===== src/rtl/mux_pkg.sv =====
// Shared definitions for the round-robin / fixed-select N:1 multiplexer.
package mux_pkg;

  // Arbitration mode driven on the mode port.
  typedef enum logic {
    MODE_RR    = 1'b0,
    MODE_FIXED = 1'b1
  } mode_e;

  localparam int unsigned DEF_NUM_CH = 4;
  localparam int unsigned DEF_DATA_W = 8;

  // Index width for n channels; never below one bit.
  function automatic int unsigned idx_w(int unsigned n);
    return (n > 1) ? $clog2(n) : 1;
  endfunction

endpackage


===== src/rtl/rr_arbiter.sv =====
// Rotating-priority arbiter: one-hot grant to the first requester after ptr.
module rr_arbiter
  import mux_pkg::*;
#(
  parameter int unsigned NUM_CH = DEF_NUM_CH,
  parameter int unsigned IDX_W  = idx_w(NUM_CH)
) (
  input  logic [NUM_CH-1:0] req,
  input  logic [IDX_W-1:0]  ptr,
  input  logic              en,
  output logic [NUM_CH-1:0] grant
);

  logic             found;
  logic [IDX_W-1:0] pos;

  // Search ptr+1, ptr+2, ... wrapping, and grant the first active request.
  always_comb begin
    grant = '0;
    found = 1'b0;
    pos   = '0;
    for (int unsigned k = 1; k <= NUM_CH; k++) begin
      pos = IDX_W'((32'(ptr) + k) % NUM_CH);
      if (en && !found && req[pos]) begin
        grant[pos] = 1'b1;
        found      = 1'b1;
      end
    end
  end

endmodule


===== src/rtl/mux_rr_nto1.sv =====
// N:1 valid/ready multiplexer with a registered output stage.
// Mode 0 arbitrates round-robin, mode 1 forwards only channel sel.
// Optional packet locking: define MUX_RR_PKT_LOCK_EN to add in_last/out_last
// and hold the grant on one channel until its last beat is accepted.
module mux_rr_nto1
  import mux_pkg::*;
#(
  parameter int unsigned NUM_CH = DEF_NUM_CH,
  parameter int unsigned DATA_W = DEF_DATA_W
) (
  input  logic                       clk,
  input  logic                       rst,
  input  logic [NUM_CH*DATA_W-1:0]   in_data,
  input  logic [NUM_CH-1:0]          in_valid,
  output logic [NUM_CH-1:0]          in_ready,
`ifdef MUX_RR_PKT_LOCK_EN
  input  logic [NUM_CH-1:0]          in_last,
  output logic                       out_last,
`endif
  input  logic                       mode,
  input  logic [idx_w(NUM_CH)-1:0]   sel,
  output logic [DATA_W-1:0]          out_data,
  output logic                       out_valid,
  input  logic                       out_ready
);

  localparam int unsigned IDX_W = idx_w(NUM_CH);

  logic [IDX_W-1:0]  ptr;
  logic [NUM_CH-1:0] req_c;
  logic [NUM_CH-1:0] grant_c;
  logic              can_load_c;
  logic              arb_en_c;
  logic              accept_c;
  logic [IDX_W-1:0]  gidx_c;
  logic [DATA_W-1:0] gdata_c;
  mode_e             mode_eff_c;

`ifdef MUX_RR_PKT_LOCK_EN
  logic              locked;
  logic [IDX_W-1:0]  lock_ch;
  mode_e             lock_mode;
  logic              glast_c;
`endif

  // Build the request vector seen by the arbiter from mode, sel and lock state.
  always_comb begin
    mode_eff_c = mode_e'(mode);
    req_c      = '0;
`ifdef MUX_RR_PKT_LOCK_EN
    if (locked) begin
      mode_eff_c = lock_mode;
    end
`endif
    if (NUM_CH == 1) begin
      req_c = in_valid;
`ifdef MUX_RR_PKT_LOCK_EN
    end else if (locked) begin
      for (int unsigned i = 0; i < NUM_CH; i++) begin
        if (lock_ch == IDX_W'(i)) req_c[i] = in_valid[i];
      end
`endif
    end else if (mode_eff_c == MODE_RR) begin
      req_c = in_valid;
    end else begin
      // Out-of-range sel matches no channel, so nothing is granted.
      for (int unsigned i = 0; i < NUM_CH; i++) begin
        if (sel == IDX_W'(i)) req_c[i] = in_valid[i];
      end
    end
  end

  assign can_load_c = !out_valid || out_ready;
  assign arb_en_c   = can_load_c && !rst;

  rr_arbiter #(
    .NUM_CH (NUM_CH),
    .IDX_W  (IDX_W)
  ) u_arb (
    .req   (req_c),
    .ptr   (ptr),
    .en    (arb_en_c),
    .grant (grant_c)
  );

  assign in_ready = grant_c;
  assign accept_c = |grant_c;

  // Decode the one-hot grant into an index and the selected channel's data.
  always_comb begin
    gidx_c  = '0;
    gdata_c = '0;
    for (int unsigned i = 0; i < NUM_CH; i++) begin
      if (grant_c[i]) begin
        gidx_c  = IDX_W'(i);
        gdata_c = in_data[i*DATA_W +: DATA_W];
      end
    end
  end

`ifdef MUX_RR_PKT_LOCK_EN
  assign glast_c = |(grant_c & in_last);
`endif

  // Output register and round-robin pointer.
  always_ff @(posedge clk or posedge rst) begin
    if (rst) begin
      out_valid <= 1'b0;
      out_data  <= '0;
      ptr       <= IDX_W'(NUM_CH - 1);
    end else if (accept_c) begin
      out_valid <= 1'b1;
      out_data  <= gdata_c;
      if (mode_eff_c == MODE_RR) ptr <= gidx_c;
    end else if (out_ready) begin
      out_valid <= 1'b0;
    end
  end

`ifdef MUX_RR_PKT_LOCK_EN
  // Packet lock: latch channel and mode on a non-last beat, release on last.
  always_ff @(posedge clk or posedge rst) begin
    if (rst) begin
      locked    <= 1'b0;
      lock_ch   <= '0;
      lock_mode <= MODE_RR;
      out_last  <= 1'b0;
    end else if (accept_c) begin
      locked    <= !glast_c;
      lock_ch   <= gidx_c;
      lock_mode <= mode_eff_c;
      out_last  <= glast_c;
    end
  end
`endif

endmodule


===== config.mk =====
export PLATFORM = sky130hd
export DESIGN_NAME = mux_rr_nto1
export DESIGN_NICKNAME = d
export VERILOG_FILES = /design/src/rtl/mux_pkg.sv /design/src/rtl/rr_arbiter.sv /design/src/rtl/mux_rr_nto1.sv
export SDC_FILE = /design/constraint.sdc
export NUM_CORES = 1
export LEC_CHECK = 0
export CAP_MARGIN = 30
export CORE_ASPECT_RATIO = 2
export CORE_MARGIN = 1
export CORE_UTILIZATION = 45
export DETAILED_ROUTE_END_ITERATION = 10
export PLACE_DENSITY = 0.86
export SLEW_MARGIN = 20
export SYNTH_ARGS = -nofsm -noshare
export SYNTH_HDL_FRONTEND = slang
export SYNTH_SLANG_ARGS = --single-unit

===== constraint.sdc =====
create_clock -name clk -period 8.3 [get_ports clk]
set_input_delay 1.66 -clock clk [delete_from_list [all_inputs] [get_ports clk]]
set_output_delay 1.66 -clock clk [all_outputs]
set_load 0.02 [all_outputs]

==> results.md <==
- Syn Nets: 182
- Warnings from Yosys: 0
- Crit Path Max Fanout: 18
- Top cell type's share of synthesized area: 0.188
- Initial core utilization: 0.472
- Post-layout net count: approximately 240
- Tot GR Track Use: 0.271
- Startpoint types: input pin
- Layout cells sized above 1: 0.135
- Total routed wirelength: between 3000 and 4000 um
- Overflow after GRT: 0
- DIE AREA: between 0.002 and 0.003 sq mm
- Final Slew Violations: 0
- Yosys top cell by area: dfrtp_1
- Vias: roughly 1300
- Main synth FF type: dfrtp_1
- Crit-path leading delay family: buffers and inverters
- Crit path buffers/inverters: 3
- Clock Tree Root: clkbuf_8
- N_diodes: 0
- Routing usage on met1: 0.239
- Fillers: approximately 210
- Clock Skew: around 0.98 ps
- Critical R2R Launch: ptr[0]$_DFFE_PP1P_
- I/O pin cnt: between 50 and 60
- Slowest stage delay, CP: about 620 ps
- R2R setup slack: between 5000 and 6000 ps
- Syn_area_per_cell: 9.00 sq um
- Commonest cells post-synth: nand2_1, o211ai_1, a221oi_1, dfrtp_1, nand3_1
- Drt pass-1 iters: 4
- GRT busiest layer: met2
- Max IR drop VDD: roughly 0.28 mV
- Final Wtd Congestion: about 0.87
- Levels on crit path: 9
- Cell mode on critical path: clkdlybuf4s50_1
- First-pass GRT wire length: ~5700 um
- #FFs+latches synth: 11
- Critical Path End: in_ready[3]
- Setup CP Type: input pin to output port
- Most common cell in the netlist: nand2_1
- Post-synth EDFFs: 0
- # clock sinks: 11
- Initial antenna violation count: 0
- M2 GR Usage: 0.537
- CP arrival: ~4800 ps
- Setup bufs post-CTS: 0
- Count of final hold-check violations: 0
- Placement Cell Area: approximately 0.0017 sq mm
- Required @ worst endpoint: between 6000 and 7000 ps
- Port Buf Inserts: 54
- Hold Path Class: flop to flop
- Cts hold-fix bufs: 0
- Critical path cell sequence: clkdlybuf4s50_1 -> or2_4 -> o221ai_2 -> o21a_1 -> nor2_1 -> a22oi_1 -> a311o_1 -> clkinv_2 -> clkdlybuf4s50_1
- First DRT Iteration DRCs: 23
- Fin crit share: 0.776
- Die Y-Extent: between 70 and 80 um
- Distinct cells, synth: 48
- Post-route insts no fill: 213
- Proportion of synthesized chip area in sequential cells: 0.232
- Tmin final: between 6000 and 7000 ps
- Drc violations: 0
- Final setup viols: 0
- Largest net degree at the start of global routing: 19
- TNS Setup: 0 ps
- DP Cell Count: around 210
- Finished Cell Area: around 0.0018 sq mm
- Mapped Cells: about 130
- Half-perimeter wire length after placement: 2920 um
- P_leak: around 0.7 nW
- Max clock buf depth: 2
- Max-slew headroom: 0.594
- Core area: roughly 0.0025 sq mm
- R2r endpoint: out_data[6]$_DFFE_PP0P_
- Peak Freq: ~160 MHz
- Post-Syn Area: roughly 0.0012 sq mm
- Vias in the first global route: approximately 1400
- Clock-pin slew on the worst setup and hold paths: roughly 50 ps
- Post-CTS Resized: 0
- Num rows: 26
- Status: finished clean
- RSZ-0062 raised after global routing: no
- Area growth from synthesis to layout: 47.3%
- DR vias/cell: approximately 6.2
- Setup crit start: sel[1]
- Most area-consuming cells after synthesis: dfrtp_1, ha_1, a221oi_1
- FF-to-FF path depth: 11
- Worst skew pair latency: around 240 ps
- FFs w/ async S/R, synth: 1.00
- Antenna Nets Post-Route: 0
- CTS tree: yes
- H-tree depth: 1
- Slew @ Worst Pin: ~610 ps
- Max-cap violations: 0
- WL per Instance: 17.0 um
- Critical path's slowest cell: clkdlybuf4s50_1
- Total CTS buffers: 3
- GR Util met3: 0.0354
- Pwr Total: about 0.63 mW
- Crit path capture type: output port
- Pwr dens: about 350 mW/mm^2
- Die X: 38.5 um
## kinds of logic after synthesis
| logic type | count (synthesis) | share of synthesized area |
|---|---|---|
| AOI/OAI and AO/OA | 48 | 0.343 |
| adders and majority gates | 7 | 0.0731 |
| and+or+nand+nor | 47 | 0.230 |
| buffers and inverters | 15 | 0.0773 |
| muxes | 5 | 0.0449 |
| DFF | 11 | 0.232 |
## power breakdown
part	internal [mW]	switching, mW	total [mW]
Combinational	0.203	0.246	0.449
Sequential	0.0898	0.0313	0.121
Clock	0.0339	0.0219	0.0557
Total	0.327	0.299	0.626
## tightest hold or removal path: stages, from the launching register on
cell and delay, ps:
dfrtp_1 340, nand3_1 70, o211ai_1 90
## metal layers
metal / wire, um / vias up
met5: 0 / -
met4: 108 / 0
met3: 189 / 11
met2: 2090 / 71
met1: 1230 / 626
li1: - / 623
## sequential cells by signal, indices dropped and copies added (netlist names)
signal	flops
out_data	8
out_valid	1
ptr	2
## cell type report
| type | instances | area, sq um | share of cell area |
|---|---|---|---|
| Multi-Input combinational cell | 107 | 827 | 0.469 |
| Timing Repair Buffer | 55 | 548 | 0.311 |
| Sequential cell | 11 | 278 | 0.157 |
| Clock buffer | 4 | 45.0 | 0.0255 |
| Tap cell | 28 | 35.0 | 0.0199 |
| Inverter | 8 | 31.3 | 0.0177 |
## metrics by stage
stage | setup WS, ps | hold slack [ps] | utilization
4_1_cts | 1890 | 547 | 0.695
3_5_place_dp | 1900 | 531 | 0.678
5_1_grt | 1720 | 568 | 0.695
6_report | 1860 | 543 | 0.695
2_1_floorplan | 3370 | 535 | -
3_3_place_gp | 2040 | 531 | 0.678
## worst min path at each step
stage	depth (start not counted)	to	from	slack (ps)
final	2	out_data[1]$_DFFE_PP0P_	out_data[1]$_DFFE_PP0P_	540
after global routing	2	out_data[1]$_DFFE_PP0P_	out_data[1]$_DFFE_PP0P_	570
after CTS	2	out_data[1]$_DFFE_PP0P_	out_data[1]$_DFFE_PP0P_	550
after detailed placement	2	out_data[4]$_DFFE_PP0P_	out_data[4]$_DFFE_PP0P_	530
after global placement	2	out_data[7]$_DFFE_PP0P_	out_data[7]$_DFFE_PP0P_	530
after floorplan	2	ptr[1]$_DFFE_PP1P_	ptr[1]$_DFFE_PP1P_	540
## placed cells by master, fill, tap and decap left out, types with 2 or more instances in the layout
cell type	Yosys	routed
o21ai_0	8	8
nor2_2	3	3
o211ai_1	10	10
and3_1	4	4
clkdlybuf4s50_1	0	54
a221oi_1	9	9
dfstp_2	2	2
dfrtp_1	9	9
nand3_1	9	9
o221ai_2	2	2
o32ai_1	2	2
nand4b_1	3	3
nand4bb_1	2	2
inv_1	6	6
ha_1	7	7
mux2i_1	4	4
a21oi_1	2	2
clkbuf_8	0	3
nand2b_1	2	2
nor2_1	2	2
nand2_1	15	15
(Power assumes the default switching activity.)
